--- src/rtl/screen_sequencer_pkg.sv ---
// Shared types and constants for the screen sequencer.
// Latency: none (declarations only).
// Backpressure: none.
package screen_sequencer_pkg;

    typedef enum logic [2:0] {
        TITLE     = 3'd0,
        EASY      = 3'd1,
        MEDIUM    = 3'd2,
        HARD      = 3'd3,
        GAME      = 3'd4,
        GAME_OVER = 3'd5
    } screen_e;

    localparam int NUM_SCREENS = 6;

    typedef enum logic [1:0] {
        IDLE     = 2'd0,
        FADE_OUT = 2'd1,
        SWAP     = 2'd2,
        FADE_IN  = 2'd3
    } seq_state_e;

    // Brightness runs 0..16, so it needs 5 bits.
    localparam int                 LEVEL_W   = 5;
    localparam logic [LEVEL_W-1:0] LEVEL_MAX = 5'd16;

    localparam int H_TOTAL_DEF = 800;
    localparam int V_TOTAL_DEF = 525;

    typedef struct packed {
        logic [3:0] r;
        logic [3:0] g;
        logic [3:0] b;
    } rgb_t;

endpackage

--- src/rtl/screen_sequencer_if.sv ---
// Bundle of raster, renderer-colour, request handshake and pixel-out signals.
// Latency: none (wiring only).
// Backpressure: screen_req is held by the requester until req_ack pulses.
interface screen_sequencer_if #(
    parameter int NUM_SCREENS = screen_sequencer_pkg::NUM_SCREENS,
    parameter int SEL_W       = $clog2(NUM_SCREENS)
);
    logic [9:0]               DrawX;
    logic [9:0]               DrawY;
    logic                     blank;
    logic [NUM_SCREENS*12-1:0] pix_rgb_in;
    logic                     screen_req;
    logic [SEL_W-1:0]         screen_sel;
    logic                     req_ack;
    logic                     busy;
    logic [SEL_W-1:0]         cur_screen;
    logic [3:0]               red;
    logic [3:0]               green;
    logic [3:0]               blue;

    // Requester / VGA-controller side.
    modport master (
        output DrawX, DrawY, blank, pix_rgb_in, screen_req, screen_sel,
        input  req_ack, busy, cur_screen, red, green, blue
    );

    // Sequencer side.
    modport slave (
        input  DrawX, DrawY, blank, pix_rgb_in, screen_req, screen_sel,
        output req_ack, busy, cur_screen, red, green, blue
    );
endinterface

--- src/rtl/screen_sequencer_rgb_dimmer.sv ---
// Scales a 12-bit colour by a 0..16 brightness level, per channel (c*level)>>4.
// Latency: combinational.
// Backpressure: none.
module rgb_dimmer
    import screen_sequencer_pkg::*;
(
    input  rgb_t               rgb_i,
    input  logic [LEVEL_W-1:0] level_i,
    output rgb_t               rgb_o
);

    // 4-bit channel times 5-bit level fits a 9-bit product; level 16 is identity.
    function automatic logic [3:0] dim_lane(input logic [3:0] c, input logic [LEVEL_W-1:0] l);
        logic [8:0] prod;
        prod = {5'b0, c} * {4'b0, l};
        return 4'(prod >> 4);
    endfunction

    // Three independent multiply-shift lanes.
    always_comb begin
        rgb_o.r = dim_lane(rgb_i.r, level_i);
        rgb_o.g = dim_lane(rgb_i.g, level_i);
        rgb_o.b = dim_lane(rgb_i.b, level_i);
    end

endmodule

--- src/rtl/screen_sequencer.sv ---
// Routes one renderer to the VGA pins; screen changes fade out, swap at frame end, fade in.
// Latency: 1 cycle from pix_rgb_in/blank to red/green/blue; req_ack 1 cycle after sampled req.
// Backpressure: requests arriving while busy wait un-acked until the sequencer is idle.
module screen_sequencer #(
    parameter int NUM_SCREENS     = screen_sequencer_pkg::NUM_SCREENS,
    parameter int RESET_SCREEN    = 0,
    parameter int H_TOTAL         = screen_sequencer_pkg::H_TOTAL_DEF,
    parameter int V_TOTAL         = screen_sequencer_pkg::V_TOTAL_DEF,
    parameter int FRAMES_PER_STEP = 2
) (
    input  logic                vga_clk,
    input  logic                Reset,
    screen_sequencer_if.slave   bus
);
    import screen_sequencer_pkg::*;

    localparam int               SEL_W     = $clog2(NUM_SCREENS);
    localparam logic [9:0]       X_LAST    = 10'(H_TOTAL - 1);
    localparam logic [9:0]       Y_LAST    = 10'(V_TOTAL - 1);
    localparam logic [7:0]       STEP_LAST = 8'(FRAMES_PER_STEP - 1);
    localparam logic [SEL_W-1:0] RESET_SEL = SEL_W'(RESET_SCREEN);

    seq_state_e         state_q;
    logic [LEVEL_W-1:0] level_q;
    logic [7:0]         step_cnt_q;
    logic [SEL_W-1:0]   cur_screen_q;
    logic [SEL_W-1:0]   pending_q;
    logic               req_ack_q;
    logic               busy_q;
    rgb_t               rgb_q;

    logic frame_tick;
    logic step_tick;
    logic sel_valid;
    rgb_t src_rgb;
    rgb_t dim_rgb;

    assign frame_tick = (bus.DrawX == X_LAST) && (bus.DrawY == Y_LAST);
    assign step_tick  = frame_tick && (step_cnt_q == STEP_LAST);
    assign sel_valid  = int'(bus.screen_sel) < NUM_SCREENS;

    // Pick the renderer slice for the screen currently on display.
    always_comb begin
        src_rgb = '0;
        for (int i = 0; i < NUM_SCREENS; i++) begin
            if (cur_screen_q == SEL_W'(i)) begin
                src_rgb = bus.pix_rgb_in[12*i +: 12];
            end
        end
    end

    rgb_dimmer u_dimmer (
        .rgb_i   (src_rgb),
        .level_i (level_q),
        .rgb_o   (dim_rgb)
    );

    // Pixel output register: black during blanking, dimmed colour otherwise.
    always_ff @(posedge vga_clk or posedge Reset) begin
        if (Reset) begin
            rgb_q <= '0;
        end else begin
            rgb_q <= bus.blank ? dim_rgb : '0;
        end
    end

    // Sequencer FSM with step counter, brightness, screen select and handshake outputs.
    always_ff @(posedge vga_clk or posedge Reset) begin
        if (Reset) begin
            state_q      <= FADE_IN;
            level_q      <= '0;
            cur_screen_q <= RESET_SEL;
            pending_q    <= RESET_SEL;
            step_cnt_q   <= '0;
            req_ack_q    <= 1'b0;
            busy_q       <= 1'b1;
        end else begin
            req_ack_q <= 1'b0;
            if (step_tick) begin
                step_cnt_q <= '0;
            end else if (frame_tick) begin
                step_cnt_q <= step_cnt_q + 8'd1;
            end

            case (state_q)
                IDLE: begin
                    level_q <= LEVEL_MAX;
                    // The req_ack_q guard keeps a held request from being acked twice.
                    if (bus.screen_req && !req_ack_q) begin
                        req_ack_q <= 1'b1;
                        if (sel_valid && (bus.screen_sel != cur_screen_q)) begin
                            pending_q  <= bus.screen_sel;
                            state_q    <= FADE_OUT;
                            busy_q     <= 1'b1;
                            step_cnt_q <= '0;
                        end
                    end
                end
                FADE_OUT: begin
                    if (step_tick && (level_q != '0)) begin
                        level_q <= level_q - 5'd1;
                        // Last decrement lands on a frame_tick, so SWAP is in vblank.
                        if (level_q == 5'd1) begin
                            state_q    <= SWAP;
                            step_cnt_q <= '0;
                        end
                    end
                end
                SWAP: begin
                    cur_screen_q <= pending_q;
                    state_q      <= FADE_IN;
                    step_cnt_q   <= '0;
                end
                FADE_IN: begin
                    if (step_tick && (level_q != LEVEL_MAX)) begin
                        level_q <= level_q + 5'd1;
                        if (level_q == LEVEL_MAX - 5'd1) begin
                            state_q    <= IDLE;
                            busy_q     <= 1'b0;
                            step_cnt_q <= '0;
                        end
                    end
                end
                default: begin
                    state_q <= IDLE;
                    busy_q  <= 1'b0;
                end
            endcase
        end
    end

    assign bus.req_ack    = req_ack_q;
    assign bus.busy       = busy_q;
    assign bus.cur_screen = cur_screen_q;
    assign bus.red        = rgb_q.r;
    assign bus.green      = rgb_q.g;
    assign bus.blue       = rgb_q.b;

endmodule

--- src/flat_wrapper.sv ---
// flat-port wrapper written by rule: the top's interface ports become plain ports
module screen_sequencer_flat import screen_sequencer_pkg::*;
#(
    parameter int NUM_SCREENS     = screen_sequencer_pkg::NUM_SCREENS,
    parameter int RESET_SCREEN    = 0,
    parameter int H_TOTAL         = screen_sequencer_pkg::H_TOTAL_DEF,
    parameter int V_TOTAL         = screen_sequencer_pkg::V_TOTAL_DEF,
    parameter int FRAMES_PER_STEP = 2
)
  (vga_clk, Reset, bus_DrawX, bus_DrawY, bus_blank, bus_pix_rgb_in, bus_screen_req, bus_screen_sel, bus_req_ack, bus_busy, bus_cur_screen, bus_red, bus_green, bus_blue);
  screen_sequencer_if #(.NUM_SCREENS(NUM_SCREENS)) bus_i ();
  input  logic vga_clk;
  input  logic Reset;
  input wire logic [$bits(bus_i.DrawX)-1:0] bus_DrawX;
  input wire logic [$bits(bus_i.DrawY)-1:0] bus_DrawY;
  input wire logic [$bits(bus_i.blank)-1:0] bus_blank;
  input wire logic [$bits(bus_i.pix_rgb_in)-1:0] bus_pix_rgb_in;
  input wire logic [$bits(bus_i.screen_req)-1:0] bus_screen_req;
  input wire logic [$bits(bus_i.screen_sel)-1:0] bus_screen_sel;
  output wire logic [$bits(bus_i.req_ack)-1:0] bus_req_ack;
  output wire logic [$bits(bus_i.busy)-1:0] bus_busy;
  output wire logic [$bits(bus_i.cur_screen)-1:0] bus_cur_screen;
  output wire logic [$bits(bus_i.red)-1:0] bus_red;
  output wire logic [$bits(bus_i.green)-1:0] bus_green;
  output wire logic [$bits(bus_i.blue)-1:0] bus_blue;
  assign bus_i.DrawX = bus_DrawX;
  assign bus_i.DrawY = bus_DrawY;
  assign bus_i.blank = bus_blank;
  assign bus_i.pix_rgb_in = bus_pix_rgb_in;
  assign bus_i.screen_req = bus_screen_req;
  assign bus_i.screen_sel = bus_screen_sel;
  assign bus_req_ack = bus_i.req_ack;
  assign bus_busy = bus_i.busy;
  assign bus_cur_screen = bus_i.cur_screen;
  assign bus_red = bus_i.red;
  assign bus_green = bus_i.green;
  assign bus_blue = bus_i.blue;
  screen_sequencer #(.NUM_SCREENS(NUM_SCREENS), .RESET_SCREEN(RESET_SCREEN), .H_TOTAL(H_TOTAL), .V_TOTAL(V_TOTAL), .FRAMES_PER_STEP(FRAMES_PER_STEP)) u_core (.vga_clk(vga_clk), .Reset(Reset), .bus(bus_i));
endmodule
--- config.mk ---
export PLATFORM = sky130hd
export DESIGN_NAME = screen_sequencer_flat
export DESIGN_NICKNAME = d
export VERILOG_FILES = /design/src/rtl/screen_sequencer_pkg.sv /design/src/rtl/screen_sequencer_if.sv /design/src/rtl/screen_sequencer_rgb_dimmer.sv /design/src/rtl/screen_sequencer.sv /design/src/flat_wrapper.sv
export SDC_FILE = /design/constraint.sdc
export NUM_CORES = 1
export LEC_CHECK = 0
export BUFFER_PORTS_ARGS = -buffer_cell sky130_fd_sc_hd__clkbuf_2
export CAP_MARGIN = 10
export CORE_MARGIN = 3
export CORE_UTILIZATION = 57
export DETAILED_ROUTE_END_ITERATION = 8
export PLACE_DENSITY = 0.95
export SLEW_MARGIN = 5
export SYNTH_ARGS = -nofsm -noshare
export SYNTH_HDL_FRONTEND = slang
export SYNTH_SLANG_ARGS = --single-unit
--- constraint.sdc ---
create_clock -name vga_clk -period 6.5 [get_ports vga_clk]
set_input_delay 1.3 -clock vga_clk [delete_from_list [all_inputs] [get_ports vga_clk]]
set_output_delay 1.3 -clock vga_clk [all_outputs]
set_load 0.01 [all_outputs]
==> flow_metrics.tcl, run 1 <==
set metrics [dict create \
    status "finished, final reports clean" \
    postRouteAntennaNets 0 \
    drt_iter0_markers 248 \
    critical_path_class "reg -> reg" \
    root_buffer "clkbuf_8" \
    tns_ps 0 \
    crit_chain "buf_4 -> mux4_2 -> a21oi_1 -> nor2_1 -> fa_1 -> inv_1 -> fa_1 -> inv_1 -> ha_1 -> o21ai_0 -> a21oi_1 -> a221o_1 -> a211o_1 -> o211a_1" \
    area_delta_synth_final_pct 17.0 \
    vias 3785 \
    hp-class "reg -> reg" \
    reg2reg_depth 14 \
    grt-ovfl-total 0 \
    ys.flop_type "dfrtp_1" \
    skew_ps 7.09 \
    die_w_um 88.8 \
    syn-cell-area_um2 3910 \
    die_area_um2 7880 \
    start_kind "register" \
    finalCritPeriodShare_pct 75.5 \
    relSlewSlack_pct 35.6 \
    synthDistinctLibCells 69 \
    antenna_cells 0 \
    cap_violations 0 \
    rsz0062_at_grt "false" \
    start_util_pct 60.1 \
    syn_area_per_cell_um2 8.98 \
    min_period_ps 4910 \
    hold_path_depth 1 \
    antenna_found_initial 0 \
    dpl.cell_count 609 \
    io_pins 116 \
    htreeDepth 2 \
    fin_hold_ws_ps 480 \
    yosysWarnings 0 \
    grt_pass1_vias 3618 \
    yosysTopAreaCellShare_pct 20.5 \
    syn_nets 586 \
    arrival_ps 5100 \
    stdcell_count 617 \
    max_freq_ghz 0.204 \
    powerDensity_nw_per_um2 136 \
    synth_top_area_cell "dfrtp_1" \
    path_delay_family "adder cells" \
    numCtsBuffers 5 \
    ir_drop_v 0.000108 \
    core-area_um2 6490 \
    grt_usage_pct 27.1 \
    setup_violations 0 \
    tightest_slew_ps 967 \
    ys_ff_latch 35 \
    synth_edf_count 0 \
    cts_tree "done" \
    cp.required_ps 6690 \
    drive_gt1_share_pct 27.2 \
    cp_max_fo 22 \
    drc 0 \
    hpwl_um 8230 \
    synth_area_leaders "dfrtp_1, ha_1, fa_1, inv_1, nand2_1" \
    crit_cells 14 \
    async_flop_share_pct 100 \
    wirelength_um 10500 \
    cts_resized 0 \
    clkTransAtPathRegs_ps 80 \
    finalWeightedCongestion 0.938 \
    clkSinkCount 35 \
    postCtsSetupBuffers 0 \
    io_buffers 115 \
    grt_pass1_wl_um 16500 \
    num_rows 29 \
    wl_per_cell_um 17.0 \
    synthesis.instances 435 \
    p_leak_nw 2.35 \
    hold_viol 0 \
    die_h_um 88.8 \
    insertion_delay_ps 290 \
    hold_buffers 0 \
    vias_per_cell 6.13 \
    power_uw 622 \
    end_kind "register" \
    final_max_slew_viol_count 0 \
    path_buf_inv 3 \
    detailedRoute.firstPassIterationCount 5 \
    finalNetCount 690 \
    clock_path_buffers 2 \
    cp_slowest_cell "dfrtp_1" \
    grt_max_degree 36 \
    critPathMaxStageDelay_ps 930 \
    ys_seq_area_share_pct 22.5 \
]
[cell usage in the layout, fill, tap and decap left out, types with 3 or more instances in the layout]
cell type  synthesis  routed
o31ai_1            3       3
o21ai_0           12      12
a211o_1            5       5
nand2_1           36      36
a41o_1             3       3
a211oi_1           3       3
nor3_1             8       8
mux2_1             3       3
fa_1              15      15
a22oi_1            7       7
mux2_2             8       8
ha_1              37      37
nor4bb_1           4       4
xor2_1            12      12
o22ai_1            4       4
mux4_2             6       6
mux2i_1            8       8
a31oi_1            5       5
nand4b_1           3       3
xnor2_1            7       7
and2_1            19      19
clkbuf_8           0       5
nor3b_1            3       3
nor2_1            32      32
dfstp_2            3       3
a21o_1             3       3
nor2b_1           10      10
nand2b_1           9       9
nand3_1            5       5
and3_1             4       4
clkbuf_2           1     115
dfrtp_1           32      32
inv_1             36      36
nor4b_1            3       3
nand3b_1           5       5
a21oi_1           15      15
nand4_1            7       7
[power breakdown]
part / switching, mW / internal [mW]
Clock: 0.0889 / 0.0751
Combinational: 0.116 / 0.105
Sequential: 0.00391 / 0.233
Total: 0.209 / 0.413
[cell usage after synthesis, types with 8 or more instances]
library cell / n
nor3_1: 8
ha_1: 37
xor2_1: 12
clkbuf_1: 11
nor2_1: 32
fa_1: 15
inv_1: 36
nand2b_1: 9
nand2_1: 36
nor2b_1: 10
dfrtp_1: 32
o21ai_0: 12
mux2i_1: 8
mux2_2: 8
and2_1: 19
a21oi_1: 15
[logic make-up after synthesis]
| kind of cell | Yosys count | share of synthesized area (%) |
|---|---|---|
| buffers and inverters | 57 | 6.34 |
| AO/OA/AOI/OAI | 85 | 15.7 |
| XOR/XNOR | 19 | 4.26 |
| adder cells (fa/ha/maj) | 52 | 19.5 |
| flip-flops | 35 | 22.5 |
| multiplexers | 26 | 9.06 |
| AND/OR/NAND/NOR | 161 | 22.6 |
[path summary, 6_finish.rpt]
kind	end	startpoint	slack [ps]
setup / recovery	u_core.bus.green[2]	u_core.bus.cur_screen[0]	1590
hold / removal	u_core.bus.req_ack	u_core.bus.req_ack	480
setup reg to reg	u_core.bus.green[2]	u_core.bus.cur_screen[0]	1590
hold reg to reg	u_core.bus.req_ack	u_core.bus.req_ack	480
max in group asynchronous	u_core.state_q[0]	Reset	5080
min in group asynchronous	u_core.bus.green[0]	Reset	1070
[area by class of cell]
cell class,instances,area [um2]
flip-flops and latches,35,880
clock inverters,2,12.5
multi-input cells,343,2780
repair buffers,117,591
inverters,37,139
clock buffers,6,72.6
fillers,476,1930
well taps,77,96.3
[stage by stage]
step                      worst slack (ps)  instance area [um2]  util [%]
after detailed placement              1480                 4480      69.0
after global placement                1610                 4480      69.0
after CTS                             1610                 4570      70.4
final                                 1590                 4570      70.4
after floorplan                       1850                 3910         -
after global routing                  1410                 4570      70.4
[per-layer routing]
metal | global-route usage (%) | vias up | share of wire (%)
li1 | - | 1763 | -
met1 | 32.1 | 1782 | 39
met2 | 49.3 | 203 | 50
met3 | 3.63 | 37 | 7.7
met4 | 10.6 | 0 | 3.4
met5 | 0 | - | 0
[worst register-to-register path, cell delays in order, from the launching register on]
cell and delay (ps):
dfrtp_1 930, buf_4 350, mux4_2 570, a21oi_1 320, nor2_1 120, fa_1 550, inv_1 60, fa_1 530
inv_1 50, ha_1 330, o21ai_0 90, a21oi_1 70, a221o_1 400, a211o_1 310, o211a_1 120
[registers in the layout, summed over array words and instances (netlist names)]
name	flops
u_core.step_cnt_q	8
u_core.bus.green	4
u_core.level_q	5
u_core.state_q	2
u_core.pending_q	3
u_core.bus.red	4
u_core.bus.blue	4
u_core.bus.req_ack	1
u_core.bus.busy	1
u_core.bus.cur_screen	3
Note: power is estimated with default switching activity, not from simulation.
==> run 2, diff against run 1 <==
--- a/config.mk
+++ b/config.mk
@@ -5,12 +5,13 @@
 export SDC_FILE = /design/constraint.sdc
 export NUM_CORES = 1
 export LEC_CHECK = 0
+export ABC_AREA = 1
 export BUFFER_PORTS_ARGS = -buffer_cell sky130_fd_sc_hd__clkbuf_2
 export CAP_MARGIN = 10
 export CORE_MARGIN = 3
-export CORE_UTILIZATION = 57
+export CORE_UTILIZATION = 54
 export DETAILED_ROUTE_END_ITERATION = 8
-export PLACE_DENSITY = 0.95
+export PLACE_DENSITY = 0.94
 export SLEW_MARGIN = 5
 export SYNTH_ARGS = -nofsm -noshare
 export SYNTH_HDL_FRONTEND = slang
==> constraint.sdc (replaced) <==
create_clock -name vga_clk -period 4.95 [get_ports vga_clk]
set_input_delay 0.99 -clock vga_clk [delete_from_list [all_inputs] [get_ports vga_clk]]
set_output_delay 0.99 -clock vga_clk [all_outputs]
set_load 0.01 [all_outputs]
==> flow_metrics.tcl, run 2 <==
set metrics [dict create \
    cp_max_fo 13 \
    critical_path_class "reg -> reg" \
    synth_edf_count 0 \
    power_frac_seq_pct 46.7 \
    vias 4648 \
    hold_viol 0 \
    status "finished, final reports clean" \
    insertion_delay_ps 300 \
    pwr-share-clk_pct 37.9 \
    p_leak_nw 2.83 \
    end_kind "register" \
    max_freq_ghz 0.216 \
    synth-simple-area-share_pct 36.5 \
    grt-ovfl-total 0 \
    start_util_pct 56.5 \
    io_buffers 115 \
    die_area_um2 8750 \
    area_delta_synth_final_pct 17.9 \
    ys_ff_latch 35 \
    postCtsSetupBuffers 0 \
    grt_max_degree 36 \
    crit_chain "nor2_4 -> nand2_2 -> clkinv_1 -> a221oi_1 -> nand3_1 -> o21ai_0 -> a21oi_1 -> fa_1 -> inv_1 -> fa_1 -> inv_1 -> ha_1 -> inv_1 -> o21ai_0 -> a221oi_1 -> nand3_1 -> nand2_1 -> nor2_1" \
    p_sw_share_pct 27.8 \
    route.met2.wl_um 5820 \
    synthDistinctLibCells 46 \
    powerDensity_nw_per_um2 126 \
    htreeDepth 2 \
    grt_pass1_vias 4657 \
    syn_area_per_cell_um2 6.61 \
    clkSinkCount 35 \
    synth_compound_area_share_pct 10.5 \
    cp.required_ps 5150 \
    final_common_cell "nand2_1" \
    route.met3.wl_um 777 \
    synth_top_area_cell "dfrtp_1" \
    n_fill_cell 620 \
    syn_nets 777 \
    ys.flop_type "dfrtp_1" \
    drt_iter0_markers 243 \
    synthAdderAreaFrac_pct 18.4 \
    tightest_slew_ps 596 \
    pwr-share-comb_pct 15.4 \
    synthMuxAreaShare_pct 0.272 \
    reg_top3 "u_core.step_cnt_q: 8 flops, u_core.level_q: 5 flops" \
    mostFrequentLayoutCells "nand2_1, clkbuf_2, inv_1" \
    syn-cell-area_um2 4140 \
    dr.max_layer_used "met4" \
    drive_gt1_share_pct 21.8 \
    min_period_ps 4640 \
    die_h_um 93.6 \
    cts_tree "done" \
    cts_resized 0 \
    drc 0 \
    grt_pass1_wl_um 19700 \
    skew_ps 9.63 \
    synth_top_family_by_area "simple AND/OR/NAND/NOR gates" \
    arrival_ps 4830 \
    p_sw_uw 171 \
    setup_violations 0 \
    hp-class "reg -> reg" \
    finalNetCount 889 \
    top_register "u_core.step_cnt_q" \
    final_util_pct 66.6 \
    async_flop_share_pct 100 \
    hpwl_um 9600 \
    synth_commonest_cells "nand2_1, inv_1, nor2_1" \
    synthesis.instances 626 \
    hold_buffers 0 \
    antenna_found_initial 0 \
    final_max_slew_viol_count 0 \
    intPower_uw 444 \
    m1WireLength_um 4450 \
    cp_slowest_cell "dfrtp_1" \
    ys_seq_area_share_pct 21.3 \
    antenna_cells 0 \
    vias_per_cell 5.55 \
    finalWeightedCongestion 0.950 \
    root_buffer "clkbuf_8" \
    cp_common_cell "inv_1" \
    cap_violations 0 \
    die_w_um 93.6 \
    wirelength_um 11800 \
    postRouteAntennaNets 0 \
    numCtsBuffers 5 \
    wl_per_cell_um 14.0 \
    yosys.area_share.xor_xnor_pct 2.12 \
    tns_ps 0 \
    io_pins 116 \
    clkTransAtPathRegs_ps 80 \
    yosysTopAreaCellShare_pct 19.3 \
    start_kind "register" \
    detailedRoute.firstPassIterationCount 5 \
    yosysWarnings 0 \
    grt_usage_pct 27.8 \
    relSlewSlack_pct 59.9 \
    num_rows 31 \
    finalCritPeriodShare_pct 93.7 \
    ir_drop_v 0.0000904 \
    core-area_um2 7330 \
    clock_path_buffers 2 \
    synth.most_common_cell "nand2_1" \
    rsz0062_at_grt "false" \
    synth_area_leaders "dfrtp_1, nand2_1, ha_1, inv_1, nor2_1" \
    critPathMaxStageDelay_ps 660 \
    largest_register_ffs 8 \
]
[run 2: cells by family after synthesis]
| family | after synthesis |
|---|---|
| compound gates | 74 |
| buf+inv | 113 |
| flops | 35 |
| mux | 1 |
| fa+ha+maj | 52 |
| xor+xnor | 10 |
| simple gates | 341 |
[run 2: worst max-delay path: cells and delay by family (launching register included)]
family,cells,cell delay (ps)
fa+ha+maj,3,1370
flops,1,660
buf+inv,4,550
compound gates,5,1290
simple gates,6,670
[run 2: path summary, 6_finish.rpt]
| path | slack, ps | depth (start not counted) | end | start |
|---|---|---|---|---|
| worst max-delay path | 310 | 18 | u_core.bus.green[3] | u_core.bus.cur_screen[0] |
| worst min-delay path | 480 | 1 | u_core.bus.req_ack | u_core.bus.req_ack |
| worst max register to register | 310 | 18 | u_core.bus.green[3] | u_core.bus.cur_screen[0] |
| worst min register to register | 480 | 1 | u_core.bus.req_ack | u_core.bus.req_ack |
| max in group asynchronous | 3830 | 3 | u_core.state_q[0] | Reset |
| min in group asynchronous | 770 | 3 | u_core.bus.green[3] | Reset |
[run 2: power by group through the flow]
stage / combinational (mW) / sequential, mW / clock, mW
after global placement: 0.0902 / 0.293 / 0
after floorplan: 0.0409 / 0.293 / 0
after global routing: 0.106 / 0.287 / 0.246
after CTS: 0.0944 / 0.287 / 0.233
after detailed placement: 0.0938 / 0.293 / 0
final: 0.0950 / 0.287 / 0.233
[run 2: final cells by class]
type / instances / area, um2 / share of cell area [%]
Tap cell: 99 / 124 / 2.54
Sequential cell: 35 / 880 / 18.0
Inverter: 101 / 379 / 7.77
Clock buffer: 6 / 82.6 / 1.69
Multi-Input combinational cell: 478 / 2810 / 57.5
Timing Repair Buffer: 117 / 591 / 12.1
Clock inverter: 2 / 16.3 / 0.333
[run 2: metrics by stage]
step | cell area (um2) | worst slack, ps | hold slack, ps | cells | power [mW]
4_1_cts | 4880 | 370 | 490 | 838 | 0.614
5_1_grt | 4880 | 46.7 | 512 | 838 | 0.640
3_5_place_dp | 4780 | 434 | 469 | 830 | 0.386
6_report | 4880 | 311 | 484 | 838 | 0.615
2_1_floorplan | 4140 | 1100 | 448 | 626 | 0.333
3_3_place_gp | 4780 | 750 | 469 | 830 | 0.383
[run 2: per-layer routing]
metal  vias to the layer above  GRT usage, %
met5                         -             0
met4                         0          18.8
met3                        60          3.62
met2                       236          49.1
met1                      2126          31.0
li1                       2226             -
